`src/rtl/wbledwalker.sv`:
```
// Wishbone-controlled walking LED: one-hot LED steps up (and optionally back down)
// with a programmable hold period, repeat count, abort, and done status.
module wbledwalker #(
  parameter int unsigned NLEDS          = 8,
  parameter logic [31:0] DEFAULT_PERIOD = 32'd0
) (
  input  logic             i_clk,
  input  logic             i_reset,
  input  logic             i_cyc,
  input  logic             i_stb,
  input  logic             i_we,
  input  logic [1:0]       i_addr,
  input  logic [31:0]      i_data,
  output logic             o_stall,
  output logic             o_ack,
  output logic [31:0]      o_data,
  output logic [NLEDS-1:0] o_led
);

  localparam logic [4:0] LAST_POS = 5'(NLEDS - 1);
  localparam logic [4:0] TURN_POS = 5'(NLEDS - 2);

  typedef enum logic [1:0] {
    IDLE,
    UP,
    DOWN
  } state_t;

  state_t           state_q, state_d;
  logic [4:0]       pos_q, pos_d;
  logic [31:0]      timer_q, timer_d;
  logic [7:0]       passes_q, passes_d;
  logic             mode_q, mode_d;
  logic             done_q, done_d;
  logic [31:0]      period_q, period_d;
  logic [NLEDS-1:0] led_q, led_d;
  logic             ack_q, ack_d;
  logic [31:0]      rdata_q, rdata_d;

  logic busy;
  logic accept;
  logic pass_end;

  assign busy    = (state_q != IDLE);
  assign o_stall = busy && i_we && (i_addr == 2'd0);
  assign accept  = i_cyc && i_stb && !o_stall;

  assign o_ack  = ack_q;
  assign o_data = rdata_q;
  assign o_led  = led_q;

  always_comb begin
    state_d  = state_q;
    pos_d    = pos_q;
    timer_d  = timer_q;
    passes_d = passes_q;
    mode_d   = mode_q;
    done_d   = done_q;
    period_d = period_q;
    ack_d    = accept;
    rdata_d  = '0;
    pass_end = 1'b0;
    led_d    = '0;

    if (state_q != IDLE) begin
      if (timer_q != 32'd0) begin
        timer_d = timer_q - 32'd1;
      end else begin
        timer_d = period_q;
        case (state_q)
          UP: begin
            if (pos_q == LAST_POS) begin
              if (mode_q) begin
                state_d = DOWN;
                pos_d   = TURN_POS;
              end else begin
                pass_end = 1'b1;
              end
            end else begin
              pos_d = pos_q + 5'd1;
            end
          end
          DOWN: begin
            if (pos_q == 5'd0) begin
              pass_end = 1'b1;
            end else begin
              pos_d = pos_q - 5'd1;
            end
          end
          default: ;
        endcase

        if (pass_end) begin
          if (passes_q != 8'd0) begin
            passes_d = passes_q - 8'd1;
            state_d  = UP;
            pos_d    = 5'd0;
          end else begin
            state_d = IDLE;
            done_d  = 1'b1;
          end
        end
      end
    end

    // Bus requests are applied after the walk step so an abort overrides a
    // natural completion landing on the same edge.
    if (accept) begin
      if (i_we) begin
        case (i_addr)
          2'd0: begin
            state_d  = UP;
            pos_d    = 5'd0;
            timer_d  = period_q;
            passes_d = i_data[15:8];
            mode_d   = i_data[16];
            done_d   = 1'b0;
          end
          2'd1: period_d = i_data;
          2'd2: begin
            state_d = IDLE;
            done_d  = 1'b0;
          end
          default: ;
        endcase
      end else begin
        case (i_addr)
          2'd0:    rdata_d = {busy, 14'b0, mode_q, passes_q, 3'b0, pos_q};
          2'd1:    rdata_d = period_q;
          2'd2:    rdata_d = {31'b0, done_q};
          default: rdata_d = '0;
        endcase
      end
    end

    for (int unsigned i = 0; i < NLEDS; i++) begin
      led_d[i] = (state_d != IDLE) && (pos_d == 5'(i));
    end
  end

  always_ff @(posedge i_clk or posedge i_reset) begin
    if (i_reset) begin
      state_q  <= IDLE;
      pos_q    <= '0;
      timer_q  <= '0;
      passes_q <= '0;
      mode_q   <= 1'b0;
      done_q   <= 1'b0;
      period_q <= DEFAULT_PERIOD;
      led_q    <= '0;
      ack_q    <= 1'b0;
      rdata_q  <= '0;
    end else begin
      state_q  <= state_d;
      pos_q    <= pos_d;
      timer_q  <= timer_d;
      passes_q <= passes_d;
      mode_q   <= mode_d;
      done_q   <= done_d;
      period_q <= period_d;
      led_q    <= led_d;
      ack_q    <= ack_d;
      rdata_q  <= rdata_d;
    end
  end

endmodule

```
`config.mk`:
```
export PLATFORM = sky130hd
export DESIGN_NAME = wbledwalker
export DESIGN_NICKNAME = d
export VERILOG_FILES = /design/src/rtl/wbledwalker.sv
export SDC_FILE = /design/constraint.sdc
export NUM_CORES = 1
export LEC_CHECK = 0
export ABC_AREA = 0
export CAP_MARGIN = 10
export CORE_ASPECT_RATIO = 2
export CORE_MARGIN = 3
export CORE_UTILIZATION = 44
export CTS_BUF_LIST = sky130_fd_sc_hd__clkbuf_8 sky130_fd_sc_hd__clkbuf_16
export CTS_CLUSTER_DIAMETER = 50
export DETAILED_ROUTE_END_ITERATION = 7
export PLACE_DENSITY = 0.64
export SYNTH_ARGS = -nofsm -noshare
export SYNTH_HDL_FRONTEND = slang
export SYNTH_SLANG_ARGS = --single-unit
```
`constraint.sdc`:
```
create_clock -name i_clk -period 4.4 [get_ports i_clk]
set_input_delay 0.88 -clock i_clk [delete_from_list [all_inputs] [get_ports i_clk]]
set_output_delay 0.88 -clock i_clk [all_outputs]
set_load 0.01 [all_outputs]
```
# ---- Word-level counts from Yosys, hierarchy flattened
# Index checks and enable logic that the tools add are counted.
dict set report totals {
  inputBits 39
  register_bits 122
}
dict set report classes {
  n_addsub 4
  muxes 49
  eq_ne 12
  reduce_logical 23
}
# op n
set op_table {}
lappend op_table {{$mux 32} 7}
lappend op_table {{$pmux 32 s3} 1}
lappend op_table {{$mux 8} 7}
lappend op_table {{$mux 5} 10}
lappend op_table {{$reduce_bool 32->1} 1}
lappend op_table {{$sub 32x1->32 const B} 1}
lappend op_table {{$eq 5x3->1 const B} 5}
lappend op_table {{$mux 2} 8}
lappend op_table {{$mux 1} 13}
lappend op_table {{$logic_and 1x1->1} 12}
lappend op_table {{$eq 5x2->1 const B} 2}
lappend op_table {{$logic_not 5->1} 2}
lappend op_table {{$pmux 5 s2} 1}
lappend op_table {{$reduce_bool 8->1} 1}
lappend op_table {{$sub 8x1->8 const B} 1}
lappend op_table {{$reduce_and 3->1} 2}
lappend op_table {{$add 5x1->5 const B} 1}
lappend op_table {{$eq 5x1->1 const B} 1}
lappend op_table {{$sub 5x1->5 const B} 1}
lappend op_table {{$eq 2x1->1 const B} 2}
lappend op_table {{$eq 2x2->1 const B} 2}
lappend op_table {{$pmux 2 s2} 1}
lappend op_table {{$reduce_bool 2->1} 2}
lappend op_table {{$logic_not 2->1} 1}
lappend op_table {{3 further kinds} 3}

# ---- Logic depth before layout (Yosys ltp)
# Gate-level depths: netlist of run 1.
dict set report logic_depth {
  word_depth 13
  ltp_mapped 12
}

# ---- Least setup slack after synthesis of run 1
# OpenSTA, ideal clock, no wires.
dict set report synth_timing {
  path_type {input to register}
  startpoint {input i_addr[1]}
  endpoint {register led_q[0] (netlist: o_led[0])}
  required_ps 4313
  stages 7
  arrival_ps 2426
  path_slack_ps 1887
  path_buffers 1
  cell_sequence {nand2b_1 > or4b_2 > clkbuf_1 > a21oi_1 > a21o_1 > o31ai_4 > nor3_1}
}
dict set report synth_via {
  elab_chain_cells 7
  word_cells_on_any_way 14
  classes_between {eq/ne (1); mux (6); reduce/logical (7)}
}
# item line
set synth_rtl {}
lappend synth_rtl {{start: declaration} 12} ;# input logic [1:0] i_addr,
lappend synth_rtl {{branches (longest 6 deep; another with $eq 2x2->1)} -}
lappend synth_rtl {{$logic_and 1x1->1 *} 137} ;# led_d[i] = (state_d != IDLE) && (pos_d == 5'(i));
lappend synth_rtl {{via led_d[0]} 36} ;# logic [NLEDS-1:0] led_q, led_d;
lappend synth_rtl {{end signal: assignment} 161} ;# led_q <= led_d;
lappend synth_rtl {{end: declaration} 36}
# Mark *: on every way through the listed nets, which the timed path passes.
# A chain may end at the register's enable or synchronous reset.

# ---- Worst setup path after layout of run 1
dict set report layout_timing {
  startpoint {input i_addr[0]}
  endpoint {output o_stall}
}
dict set report layout_via {
  elab_chain_cells 2
}
# item line
set layout_rtl {}
lappend layout_rtl {{$logic_not 2->1} 45} ;# assign o_stall = busy && i_we && (i_addr == 2'd0);
lappend layout_rtl {{$logic_and 1x1->1} 45}
lappend layout_rtl {{end: declaration} 14} ;# output logic o_stall,
# Every way passes these cells.

==> metrics.txt, run 1 <==
Clk Latency, worst-skew pair=0.41 ns; final setup fails=0; max-slew violations=0; Avg Inst Size Synth=10.50 sq um; Final WS setup=1.024 ns; Buffers on Ports=80; initial antenna violation count=0; Fillers=1065; routed len/inst=18.15 um; Clock transition at path regs=0.05 ns; setup bufs post-CTS=0; Die X-Extent=87.24 um; CTS Buffer Depth=2; placed instance count=766; pin count of the biggest net entering global routing=67; Yosys reg bits=122; Fin Hold WS=0.4964 ns; CTS tree=done; syn_nets=599; asr flop ratio synth=100.0%; CP Launch Type=primary input; VDD IR max=341.9 uV; DR pass1 iterations=5; Critical Path, Cell by Cell=clkdlybuf4s50_1 -> nor3_1 -> clkdlybuf4s50_1; Clock Skew=0.006727 ns; Setup TNS Final=0 ns; CP dominant cell by count=clkdlybuf4s50_1; DRT antenna net count=0; hold buffer count at CTS=0; fraction of layout instances using a drive strength above 1=13.64%; area leader, netlist=dfrtp_1; slowest CP cell=clkdlybuf4s50_1; dpl cell area=0.006773 sq mm; top-area cell type share of the netlist area=52.56%; HPWL Detailed=10.41 mm; Antenna Cells=0; die height=168.5 um; detailed-route wire length=14.43 mm; grt total ovfl=0; largest cells by area after synthesis=dfrtp_1, mux2_2, nand2_1; Critical Path AT=2.50 ns; total number of vias=4473; area grow syn2layout=27.01%; H-tree depth=4; post-cts sizing count=0; final core occ=57.76%; main flop type after synthesis=dfrtp_1; CP peak stage delay=0.65 ns; # rows=58; Core Box Area=0.01277 sq mm; GP Congestion=0.8930; post-route cell area=0.007377 sq mm; pin slew with the least headroom to its limit=0.8262 ns; minimum clock period=3.376 ns; root buffer cell=clkbuf_16; layout net count=681; critical path data required time=3.52 ns; clock tree sinks=122; Crit Path Class=primary input to output pin; outcome=completed; Setup crit end kind=output pin; fin crit share=76.72%; IO Pins=81; Worst Hold Class=flop to flop; PD cells=520.5 mW/mm^2; worst path bufs/invs=2; vias per inst=5.626; max-cap violations=0; Pleak=3.155 nW; GR Util All Layers=21.00%; number of DRC markers in iteration 0=200; Slew HR=44.92%; vias in the first global route=4863; # DRC=0; Starting Density=45.47%; RSZ-0062 raised after global routing=false; Syn Std Cell Area=0.005808 sq mm; largest fanout on the critical path=10; WHS Path Cells=2; crit-path leading delay family=buffers and inverters; synth unique cells=64; total of warnings raised by yosys=0; Final Power=3.840 mW; worst reg2reg path depth=9; sequential fraction of the synthesis area=52.56%; FMAX=0.2962 GHz; Non-Filler Instances=795; number of synthesized flops with an enable pin=0; Crit. path cell count=3; global-route wire length before repair=23.79 mm; Inserted Clock Buffers=17; dpl ws=0.9092 ns; final hold vios=0; Mapped Cells=553; total die area=0.01470 sq mm
[cell families after synthesis]
family | count (synthesis) | synth area share, %
multiplexers | 49 | 9.156
AO/OA/AOI/OAI | 84 | 9.522
adder cells (fa/ha/maj) | 7 | 1.508
flip-flops | 122 | 52.56
XOR/XNOR | 27 | 4.072
AND/OR/NAND/NOR | 224 | 20.51
buffers and inverters | 40 | 2.671
[state kept, by name, summed over array words and instances, names as in the netlist]
register and cells:
done_q 1, o_data 32, state_q 2, o_ack 1, period_q 32, passes_q 8, pos_q 5, o_led 8
mode_q 1, timer_q 32
[Yosys cell counts, types with 3 or more instances]
cell type and count:
o21ai_0 39, or3_1 11, a211oi_1 4, a31oi_1 3
xor2_1 9, nor4_1 3, clkbuf_1 18, nor2b_1 3
nor3_1 26, nand3_1 10, xnor2_1 18, or4_1 6
mux2_2 33, buf_1 5, nor2_1 47, ha_1 7
nand2b_1 3, o211ai_1 3, and2_1 18, mux2i_1 16
a21oi_1 12, nor4b_1 3, or4b_2 3, dfrtp_1 122
inv_1 13, nand2_1 67, nand3b_1 3
[placed cells by master (no fill, tap or decap), types with 4 or more instances in the layout]
cell type / netlist / layout
o21ai_0: 39 / 39
a21oi_1: 12 / 12
nor2_1: 47 / 47
bufinv_16: 0 / 4
mux2_2: 33 / 33
clkinv_2: 0 / 4
dfrtp_1: 122 / 122
buf_4: 1 / 7
and2_1: 18 / 18
inv_1: 13 / 13
or4_1: 6 / 6
nor3_1: 26 / 26
clkbuf_16: 0 / 17
mux2i_1: 16 / 16
nand2_1: 67 / 67
xnor2_1: 18 / 18
or3_1: 11 / 11
xor2_1: 9 / 9
clkdlybuf4s50_1: 0 / 80
ha_1: 7 / 7
a211oi_1: 4 / 4
nand3_1: 10 / 10
[worst register-to-register path, stage by stage, from the launching register on]
cell and delay, ns:
dfrtp_1 0.41, inv_1 0.08, ha_1 0.38, nor4b_1 0.51
and2_1 0.35, and4_1 0.57, nand3_1 0.19, o211a_1 0.19
o31ai_4 0.35, nor3_1 0.12
[cell type report]
cell class | instances | area [sq um] | area share, %
tap | 150 | 187.7 | 2.544
clock inverter | 10 | 151.4 | 2.052
clock buffer | 19 | 452.9 | 6.140
sequential | 122 | 3053 | 41.38
inverter | 15 | 58.81 | 0.7972
multi-input combinational | 391 | 2600 | 35.24
timing repair buffer | 88 | 873.3 | 11.84
[layer usage]
metal | GRT usage [%] | vias to the layer above | wire, um
met5 | 0 | - | 0
met4 | 11.02 | 0 | 501
met3 | 4.286 | 39 | 627
met2 | 37.78 | 139 | 8108
met1 | 22.26 | 2197 | 5194
li1 | - | 2098 | -
[worst paths after layout]
check | to | start | slack (ns)
worst max register to register | o_led[5] | state_q[1] | 1.12
max in group asynchronous | period_q[28] | i_reset | 2.61
worst min-delay path | timer_q[29] | period_q[29] | 0.50
worst min register to register | timer_q[29] | period_q[29] | 0.50
worst max-delay path | o_stall | i_addr[0] | 1.02
min in group asynchronous | o_data[20] | i_reset | 1.01
[report_power, final]
part           total, mW  switching, mW  internal, mW
clock network       1.44          0.479         0.961
logic              0.782          0.397         0.385
registers           1.62          0.266          1.35
total               3.84           1.14          2.70
(Power assumes the default switching activity.)
==> inputs of run 2 (changes only) <==
Settings changed: PLACE_DENSITY 0.64 to 0.67.
Clock period 4.4 ns to 2.95 ns, I/O delays scaled along.
==> metrics.txt, run 2 (synthesized netlist as in run 1, its figures left out) <==
outcome=completed (unchanged); pin slew with the least headroom to its limit=0.5320 ns (was 0.8262 ns); DR pass1 iterations=4 (was 5); pin count of the biggest net entering global routing=60 (was 67); fin crit share=95.79%; Antenna Cells=0 (unchanged); VDD IR max=684.9 uV (was 341.9 uV); final hold vios=0 (unchanged); Non-Filler Instances=817 (was 795); Fin Hold WS=0.5011 ns (was 0.4964 ns); area grow syn2layout=30.85% (was 27.01%); clock tree sinks=122 (unchanged); # DRC=0 (unchanged); DRT antenna net count=0 (unchanged); total die area=0.01470 sq mm (unchanged); minimum clock period=2.826 ns; Critical Path AT=3.10 ns (was 2.50 ns); global-route wire length before repair=24.41 mm (was 23.79 mm); total number of vias=4565 (was 4473); Starting Density=45.47% (unchanged); Clock transition at path regs=0.05 ns (about the same); post-cts sizing count=0 (unchanged); critical path data required time=3.22 ns (was 3.52 ns); Pleak=3.271 nW (was 3.155 nW); Inserted Clock Buffers=17 (unchanged); Die X-Extent=87.24 um (unchanged); Worst Hold Class=flop to flop (unchanged); FMAX=0.3539 GHz; max-cap violations=0 (unchanged); CP Launch Type=flop (was primary input); Clk Latency, worst-skew pair=0.41 ns (about the same); routed len/inst=18.06 um (was 18.15 um); layout net count=700 (was 681); # rows=58 (unchanged); CTS Buffer Depth=2 (unchanged); placed instance count=785 (was 766); Setup crit end kind=flop (was output pin); GR Util All Layers=21.60% (was 21.00%); max-slew violations=0 (unchanged); CTS tree=done (unchanged); largest fanout on the critical path=8 (was 10); IO Pins=81 (unchanged); vias per inst=5.588 (was 5.626); Clock Skew=0.008427 ns (was 0.006727 ns); Core Box Area=0.01277 sq mm (unchanged); final setup fails=0 (unchanged); HPWL Detailed=11.04 mm (was 10.41 mm); setup bufs post-CTS=0 (unchanged); Final Power=5.899 mW (was 3.840 mW); Slew HR=64.32% (was 44.92%); die height=168.5 um (unchanged); hold buffer count at CTS=0 (unchanged); PD cells=776.2 mW/mm^2 (was 520.5 mW/mm^2); number of DRC markers in iteration 0=272 (was 200); most common cell after layout, fill and taps aside=dfrtp_1 (unchanged); most frequent cells in the layout=dfrtp_1, clkdlybuf4s50_1, nand2_1, nor2_1, o21ai_0 (unchanged); final core occ=59.50% (was 57.76%); fraction of layout instances using a drive strength above 1=16.64% (was 13.64%); Buffers on Ports=80 (unchanged); H-tree depth=4 (unchanged); initial antenna violation count=0 (unchanged); detailed-route wire length=14.76 mm (was 14.43 mm); GP Congestion=0.8942 (was 0.8930); Crit Path Class=flop to flop (was primary input to output pin); root buffer cell=clkbuf_16 (unchanged); grt total ovfl=0 (unchanged); vias in the first global route=4832 (was 4863)
run 2: cell types whose count changed in the layout (fill, tap and decap cells not counted), moves of 2 or more:
cell	previous run	this run
buf_4	7	25
clkinv_2	4	2
clkinv_4	0	2
clkinvlp_4	1	3
run 2: area by class of cell:
| class | instances | area [sq um] |
|---|---|---|
| multi-input combinational | 391 | 2618 |
| inverter | 15 | 60.06 |
| tap | 150 | 187.7 |
| clock inverter | 13 | 200.2 |
| fill | 1071 | 5172 |
| sequential | 122 | 3053 |
| clock buffer | 19 | 452.9 |
| timing repair buffer | 107 | 1028 |
run 2: layer usage:
metal / wire (um) / up-vias / track usage (%)
met5: 0 / - / 0
li1: - / 2148 / -
met1: 5363 / 2249 / 23.54
met2: 8240 / 132 / 38.70
met3: 626 / 36 / 4.286
met4: 526 / 0 / 10.49
run 2: through the flow:
| stage | setup TNS (ns) | setup WS [ns] | cell area (sq um) |
|---|---|---|---|
| 2_1_floorplan | 0 | 0.4776 | 5812 |
| 3_3_place_gp | 0 | 0.1595 | 6929 |
| 3_5_place_dp | 0 | 0.1358 | 6929 |
| 4_1_cts | 0 | 0.1244 | 7582 |
| 5_1_grt | -0.02235 | -0.01399 | 7600 |
| 6_report | 0 | 0.1241 | 7600 |
run 2: power breakdown:
part           switching, mW  internal [mW]  leakage, nW
clock                  0.728           1.54        0.322
combinational          0.620          0.607         1.38
sequential             0.393           2.02         1.57
run 2: final timing paths:
path | start | end | slack, ns | cells past startpoint
max | timer_q[27] | o_led[4] | 0.12 | 7
min | period_q[22] | timer_q[22] | 0.50 | 2
max reg2reg | timer_q[27] | o_led[4] | 0.12 | 7
min reg2reg | period_q[22] | timer_q[22] | 0.50 | 2
max in group asynchronous | i_reset | o_led[7] | 1.78 | 3
min in group asynchronous | i_reset | period_q[20] | 0.52 | 2
run 2: worst max-delay path, stage by stage (launching register included):
cell and delay, ns:
dfrtp_1 0.42, or4_1 0.59, nor3_1 0.37, and4_1 0.49
nand3_1 0.15, o211a_1 0.18, o31ai_4 0.38, nor3_1 0.11
